$ cat config.mk
export PLATFORM = sky130hd
export DESIGN_NAME = cam_sched
export DESIGN_NICKNAME = d
export VERILOG_FILES = /design/src/rtl/cam_sched_pkg.sv /design/src/rtl/cam_sched_rr_arb.sv /design/src/rtl/cam_sched.sv
export SDC_FILE = /design/constraint.sdc
export NUM_CORES = 1
export LEC_CHECK = 0
export ABC_AREA = 0
export CAP_MARGIN = 5
export CORE_MARGIN = 10
export CORE_UTILIZATION = 33
export DETAILED_ROUTE_END_ITERATION = 10
export GPL_TIMING_DRIVEN = 0
export PLACE_DENSITY = 0.73
export SYNTH_ARGS = -nofsm -noshare
export SYNTH_HDL_FRONTEND = slang
export SYNTH_SLANG_ARGS = --single-unit
$ cat constraint.sdc
create_clock -name clk -period 6.8 [get_ports clk]
set_clock_uncertainty 0.2 [all_clocks]
set_input_delay 1.36 -clock clk [delete_from_list [all_inputs] [get_ports clk]]
set_output_delay 1.36 -clock clk [all_outputs]
set_load 0.01 [all_outputs]
$ cat src/rtl/cam_sched_pkg.sv
// Shared types and default geometry for the CAM lookup scheduler.
package cam_sched_pkg;

  localparam int DEF_KEY_W   = 4;
  localparam int DEF_IDX_W   = 4;
  localparam int DEF_CAM_LAT = 3;
  localparam int TAG_ID_W    = 3;

  typedef enum logic [1:0] {
    RUN,
    DRAIN,
    WRITE
  } state_e;

  typedef struct packed {
    logic                valid;
    logic [TAG_ID_W-1:0] id;
  } tag_t;

endpackage

$ cat src/rtl/cam_sched_rr_arb.sv
// Round-robin arbiter: one-hot grant searched from last_grant+1, pointer
// advances only when a grant is issued.
module rr_arb #(
  parameter int N    = 4,
  parameter int ID_W = 2
) (
  input  logic            clk,
  input  logic            reset,
  input  logic            i_en,
  input  logic [N-1:0]    i_req,
  output logic [N-1:0]    o_gnt,
  output logic [ID_W-1:0] o_gnt_id
);

  logic [ID_W-1:0] r_last;

  always_comb begin : p_grant
    logic            found;
    logic [ID_W-1:0] cand;
    found    = 1'b0;
    cand     = '0;
    o_gnt    = '0;
    o_gnt_id = '0;
    for (int unsigned k = 1; k <= N; k++) begin
      cand = ID_W'((32'(r_last) + k) % N);
      if (i_en && !found && i_req[cand]) begin
        o_gnt[cand] = 1'b1;
        o_gnt_id    = cand;
        found       = 1'b1;
      end
    end
  end

  always_ff @(posedge clk) begin
    if (reset) begin
      r_last <= ID_W'(N - 1);
    end else if (|o_gnt) begin
      r_last <= o_gnt_id;
    end
  end

endmodule

$ cat src/rtl/cam_sched.sv
// CAM lookup scheduler: round-robin lookup sharing, tag pipe for result
// routing, and drain-then-write entry updates. Optional grant statistics
// are enabled with the CAM_SCHED_STATS_EN macro.
module cam_sched
  import cam_sched_pkg::*;
#(
  parameter int NREQ    = 4,
  parameter int KEY_W   = DEF_KEY_W,
  parameter int IDX_W   = DEF_IDX_W,
  parameter int CAM_LAT = DEF_CAM_LAT
) (
  input  logic                  clk,
  input  logic                  reset,
  input  logic [NREQ-1:0]       req_vld,
  input  logic [NREQ*KEY_W-1:0] req_key,
  output logic [NREQ-1:0]       req_rdy,
  output logic [NREQ-1:0]       rsp_vld,
  output logic [IDX_W-1:0]      rsp_idx,
  input  logic                  cfg_wr_vld,
  input  logic [IDX_W-1:0]      cfg_wr_addr,
  input  logic [KEY_W-1:0]      cfg_wr_data,
  output logic                  cfg_wr_rdy,
  output logic                  cam_req_vld,
  output logic [KEY_W-1:0]      cam_req_key,
  input  logic                  cam_rsp_vld,
  input  logic [IDX_W-1:0]      cam_rsp_idx,
`ifdef CAM_SCHED_STATS_EN
  input  logic [2:0]            stat_sel,
  output logic [15:0]           stat_cnt,
`endif
  output logic                  cam_wr_en,
  output logic [IDX_W-1:0]      cam_wr_addr,
  output logic [KEY_W-1:0]      cam_wr_data
);

  localparam int ID_W = (NREQ > 1) ? $clog2(NREQ) : 1;

  state_e r_state;
  state_e w_next;

  logic                r_cam_req_vld;
  logic [KEY_W-1:0]    r_cam_req_key;
  logic [TAG_ID_W-1:0] r_cam_req_id;
  tag_t                r_tag [CAM_LAT];

  logic                w_arb_en;
  logic [NREQ-1:0]     w_gnt;
  logic [ID_W-1:0]     w_gnt_id;
  logic [KEY_W-1:0]    w_key;
  logic                w_tag_busy;
  logic                w_busy;
  tag_t                w_last;
  logic                w_rsp_ok;
  logic                w_err_sync;

  rr_arb #(
    .N    (NREQ),
    .ID_W (ID_W)
  ) u_arb (
    .clk      (clk),
    .reset    (reset),
    .i_en     (w_arb_en),
    .i_req    (req_vld),
    .o_gnt    (w_gnt),
    .o_gnt_id (w_gnt_id)
  );

  assign w_key = req_key[w_gnt_id*KEY_W +: KEY_W];

  always_comb begin
    w_tag_busy = 1'b0;
    for (int unsigned i = 0; i < CAM_LAT; i++) begin
      w_tag_busy = w_tag_busy | r_tag[i].valid;
    end
  end

  assign w_busy = r_cam_req_vld | w_tag_busy;

  always_ff @(posedge clk) begin
    if (reset) begin
      r_state <= RUN;
    end else begin
      r_state <= w_next;
    end
  end

  always_comb begin
    w_next = r_state;
    case (r_state)
      RUN:     if (cfg_wr_vld) w_next = DRAIN;
      DRAIN:   if (!w_busy) w_next = WRITE;
      WRITE:   w_next = RUN;
      default: w_next = RUN;
    endcase
  end

  // A pending write suppresses grants in RUN so it cannot be starved by lookups.
  always_comb begin
    w_arb_en    = 1'b0;
    cfg_wr_rdy  = 1'b0;
    cam_wr_en   = 1'b0;
    cam_wr_addr = '0;
    cam_wr_data = '0;
    case (r_state)
      RUN: w_arb_en = !cfg_wr_vld && !reset;
      WRITE: begin
        cfg_wr_rdy = !reset;
        cam_wr_en  = !reset;
        if (!reset) begin
          cam_wr_addr = cfg_wr_addr;
          cam_wr_data = cfg_wr_data;
        end
      end
      default: ;
    endcase
  end

  assign req_rdy = w_gnt;

  // Tags trail the registered CAM request so the last stage lines up with the response.
  always_ff @(posedge clk) begin
    if (reset) begin
      r_cam_req_vld <= 1'b0;
      r_cam_req_key <= '0;
      r_cam_req_id  <= '0;
      for (int unsigned i = 0; i < CAM_LAT; i++) begin
        r_tag[i] <= '0;
      end
    end else begin
      r_cam_req_vld <= |w_gnt;
      if (|w_gnt) begin
        r_cam_req_key <= w_key;
        r_cam_req_id  <= TAG_ID_W'(w_gnt_id);
      end
      r_tag[0] <= '{valid: r_cam_req_vld, id: r_cam_req_id};
      for (int unsigned i = 1; i < CAM_LAT; i++) begin
        r_tag[i] <= r_tag[i-1];
      end
    end
  end

  assign cam_req_vld = r_cam_req_vld;
  assign cam_req_key = r_cam_req_key;

  assign w_last   = r_tag[CAM_LAT-1];
  assign w_rsp_ok = cam_rsp_vld & w_last.valid;

  always_comb begin
    rsp_vld = '0;
    rsp_idx = '0;
    if (w_rsp_ok) begin
      rsp_vld = NREQ'(1) << w_last.id;
      rsp_idx = cam_rsp_idx;
    end
  end

  assign w_err_sync = cam_rsp_vld ^ w_last.valid;

  a_tag_sync: assert property (@(posedge clk) disable iff (reset) !w_err_sync);

`ifdef CAM_SCHED_STATS_EN
  logic [15:0] r_stat [NREQ];

  always_ff @(posedge clk) begin
    if (reset) begin
      for (int unsigned i = 0; i < NREQ; i++) begin
        r_stat[i] <= '0;
      end
    end else begin
      for (int unsigned i = 0; i < NREQ; i++) begin
        if (w_gnt[i] && (r_stat[i] != '1)) begin
          r_stat[i] <= r_stat[i] + 16'd1;
        end
      end
    end
  end

  always_comb begin
    stat_cnt = '0;
    for (int unsigned i = 0; i < NREQ; i++) begin
      if (32'(stat_sel) == i) begin
        stat_cnt = r_stat[i];
      end
    end
  end
`endif

endmodule

* Yosys cells after proc, flatten, opt, wreduce, memory -nomap -nowiden
Memories as Yosys holds them, arrays and structs flattened.
Index checks and enable logic that the tools add are counted.
** Storage, ports and cells
- Memories :: 1
- ROM bits :: 0
- Output and inout bits :: 27
- Bits in writable memories :: 12
- Bits in latches :: 0
- Bits of input ports :: 36
- Register bits :: 11
- Word-level logic and storage cells :: 98
** Memory list
- r_tag :: words 3, bits a word 4, rd ports 3, clocked after Yosys merged registers in 0, write ports 3, line cam_sched.sv:44 : tag_t r_tag [CAM_LAT];
** Cells by class
- Reduce and logical (&&, ||, !) cells :: 20
- Bitwise logic cells :: 10
- $add $sub $neg :: 4
- $mul :: 0
- Order comparisons :: 8
- Divide/modulo/power cells :: 0
- Shifts and indexed selects :: 2
- Equality and inequality tests :: 4
- Multiplexer cells :: 44
** Operators with widths (count)
- $mux 4 :: 13
- $mux 1 :: 16
- $shiftx 16x5->4 :: 1
- $logic_and 1x1->1 :: 12
- $lt 2x3->1 const B :: 4
- $mux 2 :: 6
- $or 4x4->4 :: 3
- $bmux 1 s2 :: 4
- $demux 1 s2 :: 4
- $ge 2x1->1 const B :: 4
- $or 1x1->1 :: 6
- $logic_not 1->1 :: 5
- $add 2x1->2 const B :: 2
- $add 2x2->2 const B :: 2
- $ne 2x2->1 const B :: 2
- $pmux 2 s2 :: 1
- $reduce_or 4->1 :: 1
- $shl 1x3->4 const A :: 1
- $eq 2x1->1 const B :: 1
- $eq 2x2->1 const B :: 1
- $logic_not 2->1 :: 1
- $reduce_and 2->1 :: 1
- $and 1x1->1 :: 1

* Logic depth before layout (Yosys ltp)
- Word-level depth :: 18
- Mapped depth :: 11
- Depth with buffers taken out :: 9

* Cells and area by module
Synthesis repeated with hierarchy kept, for this count alone.
** Unflattened totals
- Cells, all modules :: 174
- Area total of the unflattened synthesis :: 1544.0 µm²
** By module, submodules not included
- cam_sched :: times used 1, seq. area each 360.3 µm², cells an instance 84, area an instance 809.5 µm²
- rr_arb :: times used 1, seq. area each 40.0 µm², cells an instance 90, area an instance 734.5 µm²

* Worst setup path before layout
OpenSTA, ideal clock, no wires.
- Path type :: input-to-output
- From :: input port req_vld[1]
- To :: output port req_rdy[1]
- Arrival time :: 2.679 ns
- Data required time :: 5.240 ns
- Cell stages on the path :: 5
- Slack :: 2.561 ns
- Buffers on the path :: 0
- Cells stage by stage :: mux4_2 -> nor2b_1 -> a22o_1 -> a221oi_1 -> inv_1
** Between the ends
- Word-level cells in the longest chain between the ends :: 16
- Elaborated cells on any way between the ends :: 28
- Those cells by class :: 15 x mux; 3 x bitwise; 10 x reduce/logical
** Ends and longest elaborated chain
- start, declared :: line cam_sched.sv:14 : input logic [NREQ-1:0] req_vld,
- $bmux 1 s2 :: line cam_sched_rr_arb.sv:26 : if (i_en && !found && i_req[cand]) begin
- $mux 1 (implied by the code) :: line cam_sched_rr_arb.sv:26
- $logic_and 1x1->1 :: line cam_sched_rr_arb.sv:26
- $mux 1 :: line cam_sched_rr_arb.sv:26
- $logic_not 1->1 :: line cam_sched_rr_arb.sv:26
- $logic_and 1x1->1 (2 in a row) :: line cam_sched_rr_arb.sv:26
- $mux 1 :: line cam_sched_rr_arb.sv:26
- $logic_not 1->1 :: line cam_sched_rr_arb.sv:26
- $logic_and 1x1->1 (2 in a row) :: line cam_sched_rr_arb.sv:26
- $mux 1 :: line cam_sched_rr_arb.sv:26
- $logic_not 1->1 :: line cam_sched_rr_arb.sv:26
- $logic_and 1x1->1 (2 in a row) :: line cam_sched_rr_arb.sv:26
- $mux 4 * :: line cam_sched_rr_arb.sv:26
- end, declared :: line cam_sched.sv:16 : output logic [NREQ-1:0] req_rdy,
Every way passes the cells marked *; elsewhere a longest branch is shown, timed or not. The select of a mux whose other input is x is not followed.

* Final worst setup path
- From :: input port reset
- To :: output port req_rdy[1]
** Between the ends
- Word-level cells in the longest chain between the ends :: 17
- Elaborated cells on any way between the ends :: 23
- Those cells by class :: 8 x mux; 3 x bitwise; 12 x reduce/logical
** Ends and longest elaborated chain
- start, declared :: line cam_sched.sv:13 : input logic reset,
- $logic_not 1->1 *
- $logic_and 1x1->1 * :: line cam_sched.sv:105 : RUN: w_arb_en = !cfg_wr_vld && !reset;
- $mux 1 * :: line cam_sched.sv:104 : case (r_state)
- $logic_and 1x1->1 :: line cam_sched_rr_arb.sv:26
- $mux 1 :: line cam_sched_rr_arb.sv:26
- $logic_not 1->1 :: line cam_sched_rr_arb.sv:26
- $logic_and 1x1->1 (2 in a row) :: line cam_sched_rr_arb.sv:26
- $mux 1 :: line cam_sched_rr_arb.sv:26
- $logic_not 1->1 :: line cam_sched_rr_arb.sv:26
- $logic_and 1x1->1 (2 in a row) :: line cam_sched_rr_arb.sv:26
- $mux 1 :: line cam_sched_rr_arb.sv:26
- $logic_not 1->1 :: line cam_sched_rr_arb.sv:26
- $logic_and 1x1->1 (2 in a row) :: line cam_sched_rr_arb.sv:26
- $mux 4 * :: line cam_sched_rr_arb.sv:26
Every way passes the cells marked *; elsewhere a longest branch is shown, timed or not.

==> metrics.log <==
INFO  metric run_status = completed
INFO  metric cap_viol_max_count = 0
INFO  metric timing.critical_path.mode_cell = sky130_fd_sc_hd__clkdlybuf4s50_1
INFO  metric vdd.ir_drop.worst = 0.000154 V
INFO  metric synth_largest_type_area_fraction = 29.4%
INFO  metric setup.worst_path.start_class = input port
INFO  metric synthCells = about 150
INFO  metric setup_slack = 1.30 ns
INFO  metric global_route.overflow_total = 0
INFO  metric synth-async-reset-ratio = 0%
INFO  metric netlist_area = approximately 1400 sq um
INFO  metric synth_edf_count = 0
INFO  metric fin_setup_tns = 0 ns
INFO  metric drtAntennaViolNets = 0
INFO  metric fin_crit_sh = 80.9%
INFO  metric areaGrowthSynthToFinish = 54.2%
INFO  metric clock.fmax = 182 MHz
INFO  metric detailroute.via_count = 1275
INFO  metric die-area = about 7100 sq um
INFO  metric worst_hold_path_type = reg2reg
INFO  metric cell_taking_the_most_area_after_synthesis = sky130_fd_sc_hd__dfxtp_1
INFO  metric place_ws = approximately 1.3 ns
INFO  metric cts_tree = yes
INFO  metric grt_start_max_net_pins = 12
INFO  metric gp_congestion = 0.815
INFO  metric critPathKind = in2out
INFO  metric drcViolationCount = 0
INFO  metric yosysMostFrequentCell = sky130_fd_sc_hd__dfxtp_1
INFO  metric final_setup_fails = 0
INFO  metric final_wl = 3560 um
INFO  metric yosysUniqueCellTypes = 42
INFO  metric number_of_buffers_created_by_cts = 3
INFO  metric first_global_vias = approximately 1200
INFO  metric drive_gt1_share = 10.4%
INFO  metric clock-root-buffer = sky130_fd_sc_hd__clkbuf_8
INFO  metric cts_post_setup_buffers_inserted = 0
INFO  metric seq_area_frac_synth = approximately 29%
INFO  metric critical-path-max-stage-delay = approximately 0.8 ns
INFO  metric io_buffer_count = just over 60
INFO  metric die_height = between 80 and 90 um
INFO  metric timing_worst_slew_pin_value = ~1.0 ns
INFO  metric syn-mean-instance-area = ~9.4 sq um
INFO  metric post_cts_resize_count = 0
INFO  metric antenna_found_initial = 0
INFO  metric critical_path_arrival = a little under 4 ns
INFO  metric synth.area.top_cells = sky130_fd_sc_hd__dfxtp_1 29%, sky130_fd_sc_hd__ha_1 7.4%, sky130_fd_sc_hd__mux4_2 6.6%
INFO  metric powerDensity = ~260 nW/um^2
INFO  metric n_antenna_cell = 0
INFO  metric grt_pass1_wl = between 5000 and 6000 um
INFO  metric endpoint_kind = primary output
INFO  metric critical_path.cell_chain = clkdlybuf4s50_1, clkbuf_1, nor4_1, and3_4, a221oi_1, inv_1, clkdlybuf4s50_1
INFO  metric boundaryPins = between 60 and 70
INFO  metric clkSinkCount = 20
INFO  metric drt_iter0_drc = between 60 and 70
INFO  metric critical_path_peak_fanout = 10
INFO  metric starting_density_of_the_core = 34.0%
INFO  metric worst_path_max_delay_cell = sky130_fd_sc_hd__nor4_1
INFO  metric cts-htree-levels = 1
INFO  metric cpLargestDelayFamily = buffers and inverters
INFO  metric clock_insertion_delay_worst_skew = ~0.25 ns
INFO  metric worst_setup_hold_path_clk_slew = 0.07 ns
INFO  metric postSynthRegisterBits = 20
INFO  metric slew_headroom = 32.6%
INFO  metric crit_buf_inv = 4
INFO  metric final-max-slew-violation-count = 0
INFO  metric fin_nets = about 260
INFO  metric synth_flop_cell = sky130_fd_sc_hd__dfxtp_1
INFO  metric final.min_clock_period = 5.50 ns
INFO  metric drt_pass1_iterations = 4
INFO  metric synth.yosys.warnings = 0
INFO  metric cts-hold-fix-buffers = 0
INFO  metric max-clock-path-buffers = 2
INFO  metric timing.critical_path.required = between 5 and 6 ns
INFO  metric grt_setup_unrepaired = no
INFO  metric detailedPlacementHpwl = about 3000 um
INFO  metric vias_per_std_cell = 4.89
INFO  metric fp.dieW = 84.2 um
INFO  metric core_area = between 4000 and 5000 sq um
INFO  metric power = about 0.56 mW
INFO  metric grt.total_usage = 9.73%
INFO  metric detail_route.wl_per_cell = between 10 and 15 um
INFO  metric power.leakage = between 0.8 and 0.9 nW
INFO  metric total_nets_after_synthesis = roughly 190
INFO  metric synth_common_cells = 20 x sky130_fd_sc_hd__dfxtp_1, 13 x sky130_fd_sc_hd__nor2b_1, 12 x sky130_fd_sc_hd__and2_1
INFO  metric fp-row-count = 23
INFO  metric final-hold-violation-count = 0
-- state kept, by name, summed over array words and instances (netlist names) --
signal / flops
u_arb.r_last: 2
r_tag: 9
r_cam_req_id: 2
cam_req_vld: 1
cam_req_key: 4
r_state: 2
-- per-stage QoR --
stage                     hold WS [ns]  util, %  std cells  area (sq um)
after detailed placement         0.224     51.1        257          2040
after global routing             0.258     52.5        261          2100
after global placement           0.220     51.1        257          2040
final                            0.237     52.5        261          2100
after CTS                        0.240     52.5        261          2100
after floorplan                  0.214        -        145          1360
-- cells by family after synthesis --
group                    count (synthesis)  synth area share [%]
AO/OA/AOI/OAI                           28                  15.8
adder cells (fa/ha/maj)                  8                  7.35
buffers and inverters                   14                  4.87
flip-flops                              20                  29.4
multiplexers                            14                  14.5
AND/OR/NAND/NOR                         61                  28.0
-- final cells by class --
cell class	instances	area, sq um
buffer	6	36.3
clock buffer	4	55.1
fill	367	1900
inverter	8	30.0
multi-input combinational	111	895
sequential	20	400
tap	50	62.6
timing repair buffer	62	621
-- metal layers --
| layer | part of all wire [%] | track usage (%) | routed length (um) |
|---|---|---|---|
| met5 | 0 | 0 | 0 |
| met4 | 0.45 | 1.67 | 16 |
| met3 | 9.4 | 5.41 | 336 |
| met2 | 44 | 14.6 | 1580 |
| met1 | 46 | 12.0 | 1620 |
-- power breakdown --
| group | internal (mW) | switching (mW) | total (mW) |
|---|---|---|---|
| registers | 0.141 | 0.0196 | 0.161 |
| clock network | 0.0514 | 0.0365 | 0.0880 |
| logic | 0.159 | 0.148 | 0.307 |
| total | 0.351 | 0.205 | 0.556 |
-- layout by cell type, fill, tap and decap left out, types with 2 or more instances in the layout --
master                             n
sky130_fd_sc_hd__mux2i_1           4
sky130_fd_sc_hd__nor2_1            8
sky130_fd_sc_hd__a211o_1           2
sky130_fd_sc_hd__o21ai_1           3
sky130_fd_sc_hd__and3_1            5
sky130_fd_sc_hd__nand2_1           2
sky130_fd_sc_hd__a21o_1            3
sky130_fd_sc_hd__clkbuf_1          2
sky130_fd_sc_hd__nor3_1            5
sky130_fd_sc_hd__a31oi_1           2
sky130_fd_sc_hd__mux4_2            4
sky130_fd_sc_hd__nor2b_1          13
sky130_fd_sc_hd__and2_1           12
sky130_fd_sc_hd__ha_1              8
sky130_fd_sc_hd__a21oi_1           2
sky130_fd_sc_hd__nor3b_1           2
sky130_fd_sc_hd__clkdlybuf4s50_1  62
sky130_fd_sc_hd__a22o_1            4
sky130_fd_sc_hd__clkbuf_8          4
sky130_fd_sc_hd__o221ai_1          3
sky130_fd_sc_hd__dfxtp_1          20
sky130_fd_sc_hd__nand2b_1          3
sky130_fd_sc_hd__mux2_2            5
sky130_fd_sc_hd__buf_2             2
sky130_fd_sc_hd__inv_1             8
sky130_fd_sc_hd__a221oi_1          5
-- worst paths after layout --
path / start / end / slack, ns / cells after the start
setup / recovery: reset / req_rdy[1] / 1.30 / 7
hold / removal: r_tag[0][4] / r_tag[0][8] / 0.24 / 1
setup reg to reg: u_arb.r_last[0] / cam_req_key[2] / 3.50 / 9
hold reg to reg: r_tag[0][4] / r_tag[0][8] / 0.24 / 1
No activity file was read; power rests on OpenSTA's default activity.
